[config.mk]
export PLATFORM = sky130hd
export DESIGN_NAME = spi_frame_rx
export DESIGN_NICKNAME = d
export VERILOG_FILES = /design/src/rtl/spi_frame_rx_pkg.sv /design/src/rtl/spi_frame_rx_sync_edge.sv /design/src/rtl/spi_frame_rx.sv
export SDC_FILE = /design/constraint.sdc
export NUM_CORES = 1
export LEC_CHECK = 0
export CORE_MARGIN = 2
export CORE_UTILIZATION = 54
export DETAILED_ROUTE_END_ITERATION = 7
export PLACE_DENSITY = 0.79
export SYNTH_ARGS = -nofsm -noshare
export SYNTH_HDL_FRONTEND = slang
export SYNTH_SLANG_ARGS = --single-unit
[constraint.sdc]
create_clock -name clk -period 2.6 [get_ports clk]
set_input_delay 0.26 -clock clk [delete_from_list [all_inputs] [get_ports clk]]
set_output_delay 0.26 -clock clk [all_outputs]
set_load 0.02 [all_outputs]
[src/rtl/spi_frame_rx_pkg.sv]
// Shared definitions for the SPI counter-readout link: receiver FSM encoding
// and the default frame width both ends of the link agree on.
package spi_frame_rx_pkg;

  localparam int FRAME_BITS = 32;

  typedef enum logic [1:0] {
    ST_IDLE  = 2'd0,
    ST_RECV  = 2'd1,
    ST_CHECK = 2'd2
  } rx_state_t;

endpackage

[src/rtl/spi_frame_rx_sync_edge.sv]
// Multi-flop synchroniser for one asynchronous input, followed by a registered
// copy of the synchronised level so rising and falling edges can be decoded.
module sync_edge #(
  parameter int   STAGES      = 2,
  parameter logic RESET_LEVEL = 1'b0
) (
  input  logic clk,
  input  logic reset_n,
  input  logic din,
  output logic level,
  output logic rise,
  output logic fall
);

  logic [STAGES-1:0] r_sync;
  logic              r_prev;

  // NOTE: the chain resets to the line's idle level so that leaving reset never
  // fabricates an edge out of a quiet line.
  always_ff @(posedge clk or negedge reset_n) begin
    if (!reset_n) begin
      r_sync <= {STAGES{RESET_LEVEL}};
      r_prev <= RESET_LEVEL;
    end else begin
      r_sync <= {r_sync[STAGES-2:0], din};
      r_prev <= r_sync[STAGES-1];
    end
  end

  assign level = r_sync[STAGES-1];
  assign rise  =  r_sync[STAGES-1] & ~r_prev;
  assign fall  = ~r_sync[STAGES-1] &  r_prev;

endmodule

[src/rtl/spi_frame_rx.sv]
// Oversampling SPI frame receiver: rebuilds BITS-wide MSB-first words from
// SS/SCLK/MOSI and hands them to a local consumer over valid/ready.
module spi_frame_rx
  import spi_frame_rx_pkg::*;
#(
  parameter int BITS        = FRAME_BITS,
  parameter int SYNC_STAGES = 2,
  parameter int CNT_W       = 16
) (
  input  logic             clk,
  input  logic             reset_n,
  input  logic             ss_n,
  input  logic             sclk,
  input  logic             mosi,
  output logic [BITS-1:0]  data_out,
  output logic             data_valid,
  input  logic             data_ready,
  output logic             frame_err,
  output logic             overrun,
  output logic [CNT_W-1:0] good_count,
  output logic [CNT_W-1:0] err_count
);

  localparam int              BC_W    = $clog2(BITS + 2);
  localparam logic [BC_W-1:0] BC_GOOD = BC_W'(BITS);
  localparam logic [BC_W-1:0] BC_SAT  = BC_W'(BITS + 1);
  localparam int              AR_W    = $clog2(SYNC_STAGES + 1);
  localparam logic [AR_W-1:0] AR_FULL = AR_W'(SYNC_STAGES);

  logic w_ss_level, w_ss_rise, w_ss_fall;
  logic w_sclk_level_unused, w_sclk_rise, w_sclk_fall_unused;
  logic w_mosi_level, w_mosi_rise_unused, w_mosi_fall_unused;
  logic w_start;

  rx_state_t         r_state;
  logic [BITS-1:0]   r_shreg;
  logic [BC_W-1:0]   r_bit_cnt;
  logic              r_pend;
  logic              r_mosi_d;
  logic [AR_W-1:0]   r_arm_cnt;
  logic              r_armed;
  logic [BITS-1:0]   r_data_out;
  logic              r_data_valid;
  logic              r_frame_err;
  logic              r_overrun;
  logic [CNT_W-1:0]  r_good_count;
  logic [CNT_W-1:0]  r_err_count;

  sync_edge #(.STAGES(SYNC_STAGES), .RESET_LEVEL(1'b1)) u_sync_ss (
    .clk     (clk),
    .reset_n (reset_n),
    .din     (ss_n),
    .level   (w_ss_level),
    .rise    (w_ss_rise),
    .fall    (w_ss_fall)
  );

  sync_edge #(.STAGES(SYNC_STAGES), .RESET_LEVEL(1'b0)) u_sync_sclk (
    .clk     (clk),
    .reset_n (reset_n),
    .din     (sclk),
    .level   (w_sclk_level_unused),
    .rise    (w_sclk_rise),
    .fall    (w_sclk_fall_unused)
  );

  sync_edge #(.STAGES(SYNC_STAGES), .RESET_LEVEL(1'b0)) u_sync_mosi (
    .clk     (clk),
    .reset_n (reset_n),
    .din     (mosi),
    .level   (w_mosi_level),
    .rise    (w_mosi_rise_unused),
    .fall    (w_mosi_fall_unused)
  );

  // A frame may only start once ss_n has been seen high with real samples in
  // the synchroniser; a reset released mid-frame must skip the rest of it.
  always_ff @(posedge clk or negedge reset_n) begin
    if (!reset_n) begin
      r_mosi_d  <= 1'b0;
      r_arm_cnt <= '0;
      r_armed   <= 1'b0;
    end else begin
      r_mosi_d <= w_mosi_level;
      if (r_arm_cnt != AR_FULL) r_arm_cnt <= r_arm_cnt + AR_W'(1);
      if (r_arm_cnt == AR_FULL && w_ss_level) r_armed <= 1'b1;
    end
  end

  assign w_start = w_ss_fall & r_armed;

  // NOTE: every register here is updated with <= so all decisions in a cycle
  // see the same pre-edge values; later assignments in the block take priority.
  always_ff @(posedge clk or negedge reset_n) begin
    if (!reset_n) begin
      r_state      <= ST_IDLE;
      r_shreg      <= '0;
      r_bit_cnt    <= '0;
      r_pend       <= 1'b0;
      r_data_out   <= '0;
      r_data_valid <= 1'b0;
      r_frame_err  <= 1'b0;
      r_overrun    <= 1'b0;
      r_good_count <= '0;
      r_err_count  <= '0;
    end else begin
      r_frame_err <= 1'b0;
      r_overrun   <= 1'b0;
      if (r_data_valid && data_ready) r_data_valid <= 1'b0;

      case (r_state)
        ST_IDLE: begin
          if (w_start || r_pend) begin
            r_shreg   <= '0;
            r_bit_cnt <= '0;
            r_pend    <= 1'b0;
            r_state   <= ST_RECV;
          end
        end

        ST_RECV: begin
          if (w_ss_rise) begin
            r_state <= ST_CHECK;
          end else if (w_sclk_rise) begin
            r_shreg <= {r_shreg[BITS-2:0], r_mosi_d};
            if (r_bit_cnt != BC_SAT) r_bit_cnt <= r_bit_cnt + BC_W'(1);
          end
        end

        ST_CHECK: begin
          r_state <= ST_IDLE;
          if (w_start) r_pend <= 1'b1;
          if (r_bit_cnt == BC_GOOD) begin
            // The slot is free if empty or being emptied on this very edge.
            if (!r_data_valid || data_ready) begin
              r_data_out   <= r_shreg;
              r_data_valid <= 1'b1;
              r_good_count <= r_good_count + CNT_W'(1);
            end else begin
              r_overrun <= 1'b1;
            end
          end else begin
            r_frame_err <= 1'b1;
            r_err_count <= r_err_count + CNT_W'(1);
          end
        end

        default: r_state <= ST_IDLE;
      endcase
    end
  end

  assign data_out   = r_data_out;
  assign data_valid = r_data_valid;
  assign frame_err  = r_frame_err;
  assign overrun    = r_overrun;
  assign good_count = r_good_count;
  assign err_count  = r_err_count;

endmodule

==> run summary <==
The cell count of the worst reg-to-reg path came out at 4. In this run the critical register-to-register path is launched from r_bit_cnt[2]. Clock-pin slew was measured on the worst setup and hold paths at 0.05 ns. The x dimension of the die is 100 µm.

Sequential elements use 60.4% of the synthesized area. The run finished with clean final reports. The total negative slack came out at 0 ns. Relative to the synthesized area, the layout overhead comes to 28.2%.

Setup repair after global routing left no endpoint under its margin. In this run the most critical hold path is launched from ss_n. The number of buffers on the longest clock path came out at 2. The per-instance average area after synthesis came out at 12.3 µm².

The first-pass iteration count of the detailed router is 4. The total via count in the routed design is 3231. The count of nets left with antenna violations once routing finished came out at 0. The post-CTS setup repair buffer count is 0. Across all setup checks in the final design, the least slack found is 0.523 ns.

For this design the top-level I/O count stands at 73. The die covers 0.0100 mm². The reported max-cap violation count is 0.

After floorplanning, the core was divided into 35 placement rows. The path class of the tightest hold or removal check is input port to flip-flop. The vertical die dimension is 100 µm. The total count of hold-check failures in the final report was 0.

The number of enable flip-flop cells after synthesis came out at 0. For this block, the initial DRC count from the detailed router was 151. The worst slack at placement came out at 0.537 ns. The terminating pin of the worst hold path is u_sync_ss.r_sync[0].

The insertion delay of the later-clocked pin in the worst-skew pair came out at 0.51 ns. Sequential cells burn 43.3% of the power. TritonCTS built the clock tree. In this run the worst path has a maximum fanout of 38. The estimated wirelength of the detail-placed design came out at 5.93 mm. In this run the cell area of the synthesized design comes to 0.00498 mm². The synthesized design contains 120 register bits. The number of buffer cells added on primary ports is 72.

The top cell type by area accounts for 58.8% of the synthesized area. Final hold analysis gives a worst-case slack of 0.176 ns. The final period utilization came out at 79.9%. Static timing analysis puts the maximum clock frequency at 481 MHz. The TritonCTS sink count is 120. The peak ir drop on the vdd network is 0.637 mV. The number of distinct library cell variants in the gate-level netlist after synthesis came out at 39. In the final layout, the share of cells above drive strength 1 is 15.8%. The via count of the first global-routing pass came out at 3377. The combinational share of power came out at 14.1%. The number of diodes is 0. The data required time of the critical path is 2.99 ns. Yosys printed 0 warnings. Among all cell types in the netlist, the one instantiated most often is sky130_fd_sc_hd__dfrtp_1.

The number of antenna violations at the first check in global routing was 0. The placeable core area is 0.00911 mm². The power spent charging and discharging nets came out at 0.00129 W. The actual transition at the worst max-transition pin came out at 0.631 ns.

The fraction of registers with async set/reset came out at 100%. The internal reg-to-reg setup slack came out at 0.52 ns. The post-layout net count came out at 500.

The fill cell instance count of the final layout came out at 661. The endpoint identified for the worst register-to-register timing path is data_out[3]. The pin count of the biggest net entering global routing came out at 64.

The most used flip-flop cell after synthesis is sky130_fd_sc_hd__dfrtp_1. The global-route wire length before repair came out at 16.2 mm. For the final database, setup skew stands at 0.00612 ns.

The critical path is of the flip-flop to flip-flop type. Ranked by total cell area, the synthesized netlist is headed by sky130_fd_sc_hd__dfrtp_1 59%, sky130_fd_sc_hd__mux2_2 7.7%, sky130_fd_sc_hd__mux2i_1 6.4%, sky130_fd_sc_hd__xnor2_1 3.5%, sky130_fd_sc_hd__nand2_1 3.4%. The TritonCTS buffer count came out at 17.

Of all cell types, the one taking the most synthesized area is sky130_fd_sc_hd__dfrtp_1. The average detailed-routed wire length per instance came out at 15.5 µm. Once the floorplan was initialized, standard cells occupied 54.7% of the core. The total power divided by cell area came out at 743 mW/mm². In this run the clock root is driven by a sky130_fd_sc_hd__clkbuf_8. The smallest clock period supported by the final layout is computed as 2.08 ns.

After technology mapping, the gate count stands at 404. The vias per cell is 5.30. Sorting the synthesized cells by how often they occur yields 117 x sky130_fd_sc_hd__dfrtp_1, 45 x sky130_fd_sc_hd__nand2_1, 39 x sky130_fd_sc_hd__inv_1. The global placement routability congestion is 0.783. STA classifies the critical path startpoint as a flip-flop. Data on the critical path arrives at its endpoint at 2.47 ns.

The total overflow reported by the global router is 0. In this run, the clock network consumes 42.7% of the power. The analysis attributes to cell leakage a power of 2.89 nW. The routed design has 9.43 mm of wire. The internal power summed over all cells came out at 0.00346 W. The number of instances on the worst hold path came out at 1. The H-tree generated during clock tree synthesis spans 4 levels. In the routed design, unresolved DRC markers number 0. The worst setup path is captured at a flip-flop.

The total routing usage reported by global routing is 20.7%. The tightest slew margin relative to the limit is 57.9%. The synthesized netlist net count came out at 416. The fraction of power spent switching nets came out at 27.1%. The number of pins exceeding their max-slew limit in the final report came out at 0. The final number of setup-violating endpoints came out at 0.
[worst max-delay path: stages (launching register included)]
cell,delay (ns)
sky130_fd_sc_hd__dfrtp_1,0.45
sky130_fd_sc_hd__nor4b_4,0.55
sky130_fd_sc_hd__and4_2,0.35
sky130_fd_sc_hd__buf_12,0.23
sky130_fd_sc_hd__mux2_2,0.36
[metrics by stage]
step	util, %	power [W]	std cells	cell area, µm²
after global placement	64.4	0.00273	579	5870
after global routing	70.1	0.00496	610	6380
after detailed placement	64.4	0.00275	579	5870
after CTS	70.1	0.00478	610	6380
after floorplan	-	0.00251	404	4980
final	70.1	0.00474	610	6380
[kinds of logic after synthesis]
kind of cell / count (synthesis) / synth area share (%)
compound gates: 23 / 3.24
xor+xnor: 31 / 5.45
fa+ha+maj: 6 / 1.51
mux: 66 / 14.1
flops: 120 / 60.4
buf+inv: 54 / 4.50
simple gates: 104 / 10.8
[area by class of cell]
| cell class | instances | area, µm² | area share [%] |
|---|---|---|---|
| multi-input cells | 230 | 1770 | 27.7 |
| repair buffers | 80 | 818 | 12.8 |
| clock buffers | 19 | 422 | 6.61 |
| clock inverters | 11 | 85.1 | 1.33 |
| inverters | 39 | 146 | 2.29 |
| flip-flops and latches | 120 | 3010 | 47.1 |
| well taps | 111 | 139 | 2.18 |
[metal layers]
metal	vias up	routed length, µm	global-route usage [%]
met3	8	481	7.10
met2	80	4620	32.4
met4	0	76	6.43
met1	1612	4260	27.4
li1	1531	-	-
met5	-	0	0
[cells in the final DEF, fill, tap and decap left out, types with 2 or more instances in the layout]
cell type                         synthesis  layout
sky130_fd_sc_hd__nand4_1                 12      12
sky130_fd_sc_hd__mux2i_1                 32      32
sky130_fd_sc_hd__buf_12                   0       3
sky130_fd_sc_hd__nand3_1                 11      11
sky130_fd_sc_hd__nand2b_1                 4       4
sky130_fd_sc_hd__dfrtp_1                117     117
sky130_fd_sc_hd__clkinv_2                 0       8
sky130_fd_sc_hd__clkdlybuf4s50_1          0      71
sky130_fd_sc_hd__and4_1                   4       3
sky130_fd_sc_hd__and2_1                   2       2
sky130_fd_sc_hd__nand2_1                 45      45
sky130_fd_sc_hd__clkinvlp_4               0       2
sky130_fd_sc_hd__o21ai_0                  2       2
sky130_fd_sc_hd__nor3_1                   7       7
sky130_fd_sc_hd__and3_1                   7       7
sky130_fd_sc_hd__xnor2_1                 20      20
sky130_fd_sc_hd__buf_4                    2       5
sky130_fd_sc_hd__clkbuf_1                 6       2
sky130_fd_sc_hd__xor2_1                  11      11
sky130_fd_sc_hd__nor2_1                   5       5
sky130_fd_sc_hd__inv_1                   39      39
sky130_fd_sc_hd__a31oi_1                  3       3
sky130_fd_sc_hd__nor2b_1                  3       2
sky130_fd_sc_hd__a211oi_1                 2       2
sky130_fd_sc_hd__ha_1                     6       6
sky130_fd_sc_hd__clkbuf_16                0      16
sky130_fd_sc_hd__mux2_2                  34      34
sky130_fd_sc_hd__dfstp_2                  3       3
sky130_fd_sc_hd__o21a_1                   2       2
sky130_fd_sc_hd__a41oi_1                  2       2
sky130_fd_sc_hd__a21oi_1                  6       6
[worst max-delay path by stage]
stage / start / to / slack, ns / cells after the start
CTS: r_bit_cnt[2] / data_out[24] / 0.53 / 4
global placement: r_bit_cnt[2] / data_out[17] / 0.61 / 4
finish: r_bit_cnt[2] / data_out[3] / 0.52 / 4
floorplan: r_bit_cnt[3] / data_out[18] / 0.63 / 6
detailed placement: r_bit_cnt[2] / data_out[3] / 0.54 / 4
global route: r_bit_cnt[2] / data_out[3] / 0.40 / 4
[state kept, by name, summed over array words and instances (netlist names), 2 cells and up]
register and cells:
data_out 32, r_shreg 32, err_count 16, good_count 16
r_bit_cnt 6, r_arm_cnt 2, r_state 2, u_sync_mosi.r_sync 2
u_sync_sclk.r_sync 2, u_sync_ss.r_sync 2
[what timing repair did]
action | in CTS | in global routing
hold buffers | 1 | 0
endpoints found under the hold margin | 26 | 0
setup endpoints to repair | 0 | 0
gates resized for setup | 0 | 0
[power groups by stage]
stage                     registers [W]  logic, W  clock network (W)
after floorplan                 0.00209  0.000419                  0
after global placement          0.00207  0.000654                  0
after detailed placement        0.00208  0.000672                  0
after CTS                       0.00205  0.000676            0.00205
after global routing            0.00207  0.000727            0.00216
final                           0.00205  0.000667            0.00202
Note: power is estimated with default switching activity, not from simulation.
